$ cat config.mk
export PLATFORM = sky130hd
export DESIGN_NAME = gps_rmc_time_parser_flat
export DESIGN_NICKNAME = d
export VERILOG_FILES = /design/src/rtl/gps_pkg.sv /design/src/rtl/gps_rmc_time_parser_if.sv /design/src/rtl/gps_uart_rx.sv /design/src/rtl/gps_rmc_time_parser.sv /design/src/flat_wrapper.sv
export SDC_FILE = /design/constraint.sdc
export NUM_CORES = 1
export LEC_CHECK = 0
export ABC_AREA = 1
export ABC_CLOCK_PERIOD_IN_PS = 6700
export CAP_MARGIN = 20
export CORE_MARGIN = 8
export CORE_UTILIZATION = 57
export DETAILED_ROUTE_END_ITERATION = 8
export PLACE_DENSITY = 0.77
export SETUP_SLACK_MARGIN = 0.5
export SYNTH_ARGS = -nofsm -noshare
export SYNTH_HDL_FRONTEND = slang
export SYNTH_SLANG_ARGS = --single-unit
$ cat constraint.sdc
create_clock -name clk -period 6.7 [get_ports clk]
set_clock_uncertainty 0.1 [all_clocks]
set_input_delay 1.34 -clock clk [delete_from_list [all_inputs] [get_ports clk]]
set_output_delay 1.34 -clock clk [all_outputs]
set_load 0.01 [all_outputs]
$ cat src/rtl/gps_pkg.sv
// gps_pkg: shared constants, state encodings and time-packing helper for the GPS RMC parser
package gps_pkg;

    localparam logic [7:0] ASC_DOLLAR = 8'h24;
    localparam logic [7:0] ASC_COMMA  = 8'h2C;
    localparam logic [7:0] ASC_A      = 8'h41;
    localparam logic [7:0] ASC_R      = 8'h52;
    localparam logic [7:0] ASC_M      = 8'h4D;
    localparam logic [7:0] ASC_C      = 8'h43;
    localparam logic [7:0] ASC_0      = 8'h30;

    typedef enum logic [2:0] {IDLE, HDR, C1, TIME, SKIP, STATUS, CHECK, COMMIT} state_t;
    typedef enum logic [1:0] {RX_IDLE, RX_START, RX_DATA, RX_STOP} rx_state_t;

    // Binary hour plus BCD minute/second digits packed as hh*10000 + mm*100 + ss.
    function automatic logic [17:0] bcd2bin_hhmmss(input logic [6:0] hl, input logic [3:0] m10,
                                                   input logic [3:0] m1, input logic [3:0] s10,
                                                   input logic [3:0] s1);
        return 18'(hl) * 18'd10000 + 18'(m10) * 18'd1000 + 18'(m1) * 18'd100
             + 18'(s10) * 18'd10 + 18'(s1);
    endfunction

endpackage

$ cat src/rtl/gps_rmc_time_parser_if.sv
// gps_rmc_time_parser_if: GPS serial input and parsed-time outputs
//   gps_rx       : UART serial line, idles high
//   shijian      : local time hhmmss as binary integer
//   shijian_stb  : one-cycle pulse when shijian updates
//   flag_shijian : time is fresh
//   frame_err    : one-cycle pulse on a stop-bit error
interface gps_rmc_time_parser_if;
    logic        gps_rx;
    logic [17:0] shijian;
    logic        shijian_stb;
    logic        flag_shijian;
    logic        frame_err;
    modport master(input gps_rx, output shijian, shijian_stb, flag_shijian, frame_err);
    modport slave(output gps_rx, input shijian, shijian_stb, flag_shijian, frame_err);
endinterface

$ cat src/rtl/gps_uart_rx.sv
// gps_uart_rx: 8N1 UART byte receiver with input synchronizer
//   clk, rst_n : clock, asynchronous active-high reset
//   gps_rx     : serial input
//   byte_data  : received byte, valid with byte_valid
//   byte_valid : one-cycle pulse per good byte
//   frame_err  : one-cycle pulse when the stop bit reads 0 (byte dropped)
module gps_uart_rx
    import gps_pkg::*;
#(
    parameter int CLK_FREQ = 50000000,
    parameter int BAUD     = 9600
) (
    input  logic       clk,
    input  logic       rst_n,
    input  logic       gps_rx,
    output logic [7:0] byte_data,
    output logic       byte_valid,
    output logic       frame_err
);
    localparam int BAUD_DIV = CLK_FREQ / BAUD;
    localparam int CW = $clog2(BAUD_DIV);

    rx_state_t      st_q;
    logic [2:0]     rx_q;
    logic [CW-1:0]  cnt_q;
    logic [2:0]     bit_q;
    logic [7:0]     sh_q;
    logic           falling_d;

    // rx_q[1] is the synchronized line, rx_q[2] its previous value
    assign falling_d = rx_q[2] & ~rx_q[1];

    always_ff @(posedge clk or posedge rst_n)
        if (rst_n) begin
            rx_q       <= '1;
            st_q       <= RX_IDLE;
            cnt_q      <= '0;
            bit_q      <= '0;
            sh_q       <= '0;
            byte_data  <= '0;
            byte_valid <= 1'b0;
            frame_err  <= 1'b0;
        end else begin
            rx_q       <= {rx_q[1:0], gps_rx};
            byte_valid <= 1'b0;
            frame_err  <= 1'b0;
            case (st_q)
                RX_IDLE:
                    if (falling_d) begin
                        st_q  <= RX_START;
                        cnt_q <= '0;
                    end
                RX_START:
                    // glitch filter: a start bit that is high again at mid-bit is abandoned
                    if (cnt_q == CW'(BAUD_DIV / 2 - 1)) begin
                        st_q  <= rx_q[1] ? RX_IDLE : RX_DATA;
                        cnt_q <= '0;
                        bit_q <= '0;
                    end else cnt_q <= cnt_q + 1'b1;
                RX_DATA:
                    if (cnt_q == CW'(BAUD_DIV - 1)) begin
                        cnt_q <= '0;
                        sh_q  <= {rx_q[1], sh_q[7:1]};
                        bit_q <= bit_q + 1'b1;
                        if (bit_q == 3'd7) st_q <= RX_STOP;
                    end else cnt_q <= cnt_q + 1'b1;
                default:
                    if (cnt_q == CW'(BAUD_DIV - 1)) begin
                        byte_valid <= rx_q[1];
                        frame_err  <= ~rx_q[1];
                        byte_data  <= sh_q;
                        st_q       <= RX_IDLE;
                    end else cnt_q <= cnt_q + 1'b1;
            endcase
        end
endmodule

$ cat src/rtl/gps_rmc_time_parser.sv
// gps_rmc_time_parser: parses UTC time from NMEA RMC sentences and presents local hhmmss
//   clk, rst_n : clock, asynchronous active-high reset
//   bus        : gps_rx in; shijian, shijian_stb, flag_shijian, frame_err out
module gps_rmc_time_parser
    import gps_pkg::*;
#(
    parameter int CLK_FREQ  = 50000000,
    parameter int BAUD      = 9600,
    parameter int TZ_OFFSET = 8,
    parameter int STALE_SEC = 3
) (
    input  logic                  clk,
    input  logic                  rst_n,
    gps_rmc_time_parser_if.master bus
);
    localparam int unsigned STALE_CYC = STALE_SEC * CLK_FREQ;
    localparam int SW = $clog2(STALE_CYC + 1);

    logic [7:0]       byte_data;
    logic             byte_valid;
    logic             frame_err;
    state_t           st_q;
    logic [2:0]       idx_q;
    logic [5:0][3:0]  dig_q;
    logic [17:0]      shijian_q;
    logic             stb_q;
    logic             flag_q;
    logic [SW-1:0]    stale_q;
    logic [6:0]       hh_d, mm_d, ss_d, hs_d, hl_d;
    logic             range_ok_d, commit_d, is_digit_d, is_letter_d, hdr_ok_d;

    gps_uart_rx #(.CLK_FREQ(CLK_FREQ), .BAUD(BAUD)) u_rx (
        .clk       (clk),
        .rst_n     (rst_n),
        .gps_rx    (bus.gps_rx),
        .byte_data (byte_data),
        .byte_valid(byte_valid),
        .frame_err (frame_err)
    );

    always_comb begin
        hh_d        = 7'(dig_q[0]) * 7'd10 + 7'(dig_q[1]);
        mm_d        = 7'(dig_q[2]) * 7'd10 + 7'(dig_q[3]);
        ss_d        = 7'(dig_q[4]) * 7'd10 + 7'(dig_q[5]);
        hs_d        = hh_d + 7'(TZ_OFFSET);
        hl_d        = (hs_d >= 7'd24) ? hs_d - 7'd24 : hs_d;
        range_ok_d  = (hh_d <= 7'd23) && (mm_d <= 7'd59) && (ss_d <= 7'd59);
        commit_d    = (st_q == CHECK) && range_ok_d;
        is_digit_d  = (byte_data >= ASC_0) && (byte_data <= ASC_0 + 8'd9);
        is_letter_d = ((byte_data >= 8'h41) && (byte_data <= 8'h5A)) ||
                      ((byte_data >= 8'h61) && (byte_data <= 8'h7A));
        // talker id (first two chars) is any letter; sentence id must be RMC
        hdr_ok_d    = (idx_q < 3'd2) ? is_letter_d :
                      byte_data == ((idx_q == 3'd2) ? ASC_R : (idx_q == 3'd3) ? ASC_M : ASC_C);
    end

    // Outputs are registered on leaving CHECK so shijian_stb is high exactly during COMMIT,
    // two clocks after the status byte's byte_valid.
    always_ff @(posedge clk or posedge rst_n)
        if (rst_n) begin
            st_q      <= IDLE;
            idx_q     <= '0;
            dig_q     <= '0;
            shijian_q <= '0;
            stb_q     <= 1'b0;
        end else begin
            stb_q <= commit_d;
            if (commit_d) shijian_q <= bcd2bin_hhmmss(hl_d, dig_q[2], dig_q[3], dig_q[4], dig_q[5]);
            if (st_q == CHECK) st_q <= range_ok_d ? COMMIT : IDLE;
            else if (st_q == COMMIT) st_q <= IDLE;
            else if (byte_valid) begin
                if (byte_data == ASC_DOLLAR) begin
                    st_q  <= HDR;
                    idx_q <= '0;
                end else
                    case (st_q)
                        HDR: begin
                            st_q  <= !hdr_ok_d ? IDLE : (idx_q == 3'd4) ? C1 : HDR;
                            idx_q <= idx_q + 1'b1;
                        end
                        C1: begin
                            st_q  <= (byte_data == ASC_COMMA) ? TIME : IDLE;
                            idx_q <= '0;
                        end
                        TIME: begin
                            dig_q[idx_q] <= byte_data[3:0];
                            idx_q        <= idx_q + 1'b1;
                            st_q         <= !is_digit_d ? IDLE : (idx_q == 3'd5) ? SKIP : TIME;
                        end
                        SKIP:   if (byte_data == ASC_COMMA) st_q <= STATUS;
                        STATUS: st_q <= (byte_data == ASC_A) ? CHECK : IDLE;
                        default: ;
                    endcase
            end
        end

    // Freshness timer: saturating cycle count since the last commit
    always_ff @(posedge clk or posedge rst_n)
        if (rst_n) begin
            stale_q <= '0;
            flag_q  <= 1'b0;
        end else begin
            stale_q <= commit_d ? '0 : (stale_q == SW'(STALE_CYC)) ? stale_q : stale_q + 1'b1;
            flag_q  <= commit_d | (flag_q & (stale_q != SW'(STALE_CYC)));
        end

    assign bus.shijian      = shijian_q;
    assign bus.shijian_stb  = stb_q;
    assign bus.flag_shijian = flag_q;
    assign bus.frame_err    = frame_err;
endmodule
$ cat src/flat_wrapper.sv
// flat-port wrapper written by rule: the top's interface ports become plain ports
module gps_rmc_time_parser_flat import gps_pkg::*;
#(
    parameter int CLK_FREQ  = 50000000,
    parameter int BAUD      = 9600,
    parameter int TZ_OFFSET = 8,
    parameter int STALE_SEC = 3
)
  (clk, rst_n, bus_gps_rx, bus_shijian, bus_shijian_stb, bus_flag_shijian, bus_frame_err);
  gps_rmc_time_parser_if bus_i ();
  input  logic clk;
  input  logic rst_n;
  input wire logic [$bits(bus_i.gps_rx)-1:0] bus_gps_rx;
  output wire logic [$bits(bus_i.shijian)-1:0] bus_shijian;
  output wire logic [$bits(bus_i.shijian_stb)-1:0] bus_shijian_stb;
  output wire logic [$bits(bus_i.flag_shijian)-1:0] bus_flag_shijian;
  output wire logic [$bits(bus_i.frame_err)-1:0] bus_frame_err;
  assign bus_i.gps_rx = bus_gps_rx;
  assign bus_shijian = bus_i.shijian;
  assign bus_shijian_stb = bus_i.shijian_stb;
  assign bus_flag_shijian = bus_i.flag_shijian;
  assign bus_frame_err = bus_i.frame_err;
  gps_rmc_time_parser #(.CLK_FREQ(CLK_FREQ), .BAUD(BAUD), .TZ_OFFSET(TZ_OFFSET), .STALE_SEC(STALE_SEC)) u_core (.clk(clk), .rst_n(rst_n), .bus(bus_i));
endmodule
==> results.yml <==
synthesis:
  seq_area_frac_synth_pct: 31.5
  synth_warnings: 0
  avgSynthCellArea_um2: 8.06
  syn_nets: 1311
  syn_inst: 1157
  yosys_register_bits: 117
  synth.cell_area_um2: 9320
  synthDistinctLibCells: 50
clock_tree:
  cts.htree.levels: 4
  clock_latency_ps: 420
  clk_pin_slew_ps: 60
  clock-sinks: 117
  cts_buffers: 17
  cts.hold.buffers_added: 0
  cts_tree: "built"
  clockBufferDepth: 2
  cts-root-buf: "clkbuf_16"
critical_path:
  critPathCaptureType: "flop"
  cpLargestDelayFamily: "adder cells"
  crit_type: "flop to flop"
  critPathArrivalTime_ps: 6930
  cp.required_ps: 6910
  slowest_delay_ps: 610
  critPathMostFrequentCell: "ha_4"
  slowest_stage: "fa_2"
  path_buf_inv: 3
  crit_fanout: 5
  critPathLaunchType: "flop"
timing:
  min_period_ps: 6710
  worstMarginPinSlew_ps: 834
  fmax_ghz: 0.149
  drv_slew: 0
  fin_setup_tns_ps: -14.6
  rsz0062_at_grt: "true"
  hold_violations: 0
  period_share_pct: 100
  setup_violations: 1
  slew_headroom_pct: 44.4
  fin_ws_ps: -14.6
  hold_ws_ps: 255
placed_design:
  io_buffer_count: 23
  dp.final_hpwl_mm: 14.9
  gp_congestion: 0.882
  dpl.cell_count: 1387
drt:
  first_pass_iters: 5
  finalWirelength_mm: 22.1
  vias: 8038
  drt_iter0_drc: 471
  postRouteAntennaNets: 0
  vias_per_cell: 5.59
  drc_errors: 0
  wl_per_cell_um: 15.4
layout:
  area_delta_synth_final_pct: 19.2
  layout-drive-gt1-share_pct: 13.7
  fillCellCount: 1205
  n_antenna_cell: 0
  regArea_um2: 2930
  fin_nets: 1364
  fin_cells: 1439
  multiInputGateArea_um2: 6190
  fin_util_pct: 69.7
  layout_commonest_cell: "nand2_1"
  final_cell_mix: "232 x nand2_1, 171 x inv_1, 114 x dfrtp_1, 85 x ha_1, 79 x o21ai_0"
floorplanning:
  core.rowCount: 46
  die_area_um2: 20700
  core_um2: 15900
  chipHeight_um: 144
  initial_core_util_pct: 58.5
  io_pins: 24
  die_w_um: 144
power_and_ir_drop:
  ir_drop_v: 0.000283
  power.leakage_nw: 5.48
  cellPowerDensity_nw_per_um2: 161
  finalPower_mw: 1.79
global_routing:
  grt_pass1_wl_mm: 35.0
  grt_pass1_vias: 7730
  grt.overflow.total: 0
  grt_antenna_before_repair: 0
  grt_usage_pct: 20.9
  grt_max_degree: 69
outcome:
  outcome: "finished, violations left"
  violations: "negative setup slack"
hold_path:
  holdCritPathClass: "flop to flop"
run:
  cap_violations: 0
==> area by class of cell <==
cell class / instances / share of cell area (%)
clock buffers: 19 / 3.99
well taps: 216 / 2.43
repair buffers: 45 / 3.63
clock inverters: 13 / 1.33
multi-input cells: 839 / 55.7
flip-flops and latches: 117 / 26.4
inverters: 190 / 6.51
==> worst register-to-register path: cells and delay by family, from the launching register on <==
kind / cells / cell delay, ps
AO/OA/AOI/OAI: 1 / 140
flip-flops: 1 / 390
adder cells (fa/ha/maj): 11 / 3590
AND/OR/NAND/NOR: 16 / 1710
buffers and inverters: 3 / 270
XOR/XNOR: 2 / 370
==> report_power, final <==
part / internal (mW) / total, mW / switching (mW) / leakage [nW]
combinational: 0.0394 / 0.147 / 0.107 / 3.60
clock: 0.561 / 0.907 / 0.346 / 0.277
sequential: 0.724 / 0.738 / 0.0149 / 1.60
==> flip-flops by register name (all words and copies together), names as in the netlist, 2 cells and up <==
| signal | cells |
|---|---|
| u_core.st_q | 3 |
| u_core.u_rx.st_q | 2 |
| u_core.stale_q | 28 |
| u_core.dig_q | 24 |
| u_core.u_rx.cnt_q | 13 |
| u_core.u_rx.rx_q | 3 |
| u_core.bus.shijian | 18 |
| u_core.u_rx.sh_q | 8 |
| u_core.u_rx.bit_q | 3 |
| u_core.idx_q | 3 |
| u_core.u_rx.byte_data | 8 |
==> path summary, 6_finish.rpt <==
check	from	to	slack [ps]	cells past startpoint
worst max-delay path	u_core.dig_q[3]	u_core.bus.shijian[17]	-10	33
worst min register to register	u_core.u_rx.rx_q[0]	u_core.u_rx.rx_q[1]	260	0
worst min-delay path	u_core.u_rx.rx_q[0]	u_core.u_rx.rx_q[1]	260	0
max in group asynchronous	rst_n	u_core.u_rx.cnt_q[9]	3990	3
worst max register to register	u_core.dig_q[3]	u_core.bus.shijian[17]	-10	33
min in group asynchronous	rst_n	u_core.bus.shijian[0]	1350	2
==> logic make-up (layout without fill, tap and decap cells) <==
| group | Yosys count | after routing | share of synthesized area [%] |
|---|---|---|---|
| and+or+nand+nor | 465 | 465 | 22.6 |
| buffers and inverters | 201 | 267 | 8.19 |
| AOI/OAI and AO/OA | 186 | 186 | 11.0 |
| adders and majority gates | 151 | 151 | 23.3 |
| DFF | 117 | 117 | 31.5 |
| xor gates and xnor gates | 36 | 36 | 3.38 |
| muxes | 1 | 1 | 0.107 |
==> cells in the mapped netlist (all sizes together) <==
master	n	share of area, %
a221oi	1	0.094
o21bai	6	0.52
a311oi	1	0.16
a31oi	3	0.20
fa	38	8.2
nor3b	1	0.081
o2111ai	1	0.094
o31ai	2	0.16
o211a	1	0.11
a21o	1	0.081
dfstp	3	0.85
nor3	21	1.2
o21a	4	0.32
nand3b	3	0.24
inv	190	7.7
xor2	24	2.3
clkbuf	4	0.16
mux2i	1	0.11
or3	1	0.067
xnor2	12	1.1
nor2	70	3.4
a21oi	61	3.3
a21boi	3	0.24
o22ai	2	0.13
nand4	26	1.8
and3	1	0.067
or2	9	0.60
o211ai	4	0.32
nor4	13	0.94
a211oi	3	0.24
nand3	71	3.9
buf	7	0.38
a22oi	1	0.081
nand2	249	10
ha	113	15
dfrtp	114	31
o21ai	92	4.9
==> metal layers <==
metal	up-vias	GRT usage, %	routed length, um
li1	3914	-	-
met1	3815	25.9	9480
met2	240	35.4	10900
met3	69	3.35	962
met4	0	8.74	771
met5	-	0	0
==> per-stage QoR <==
step	setup WS, ps	area (um^2)
after floorplan	516	9530
final	-14.6	11100
after global placement	303	10000
after CTS	306	10800
after detailed placement	87.1	10000
after global routing	-281	11100
==> what timing repair did <==
action,in CTS,in global routing
gates resized for setup,19,48
buffers inserted,13,7
pin swaps,22,33
endpoints found under the hold margin,0,0
setup endpoints to repair,6,7
No activity file was read; power rests on OpenSTA's default activity.
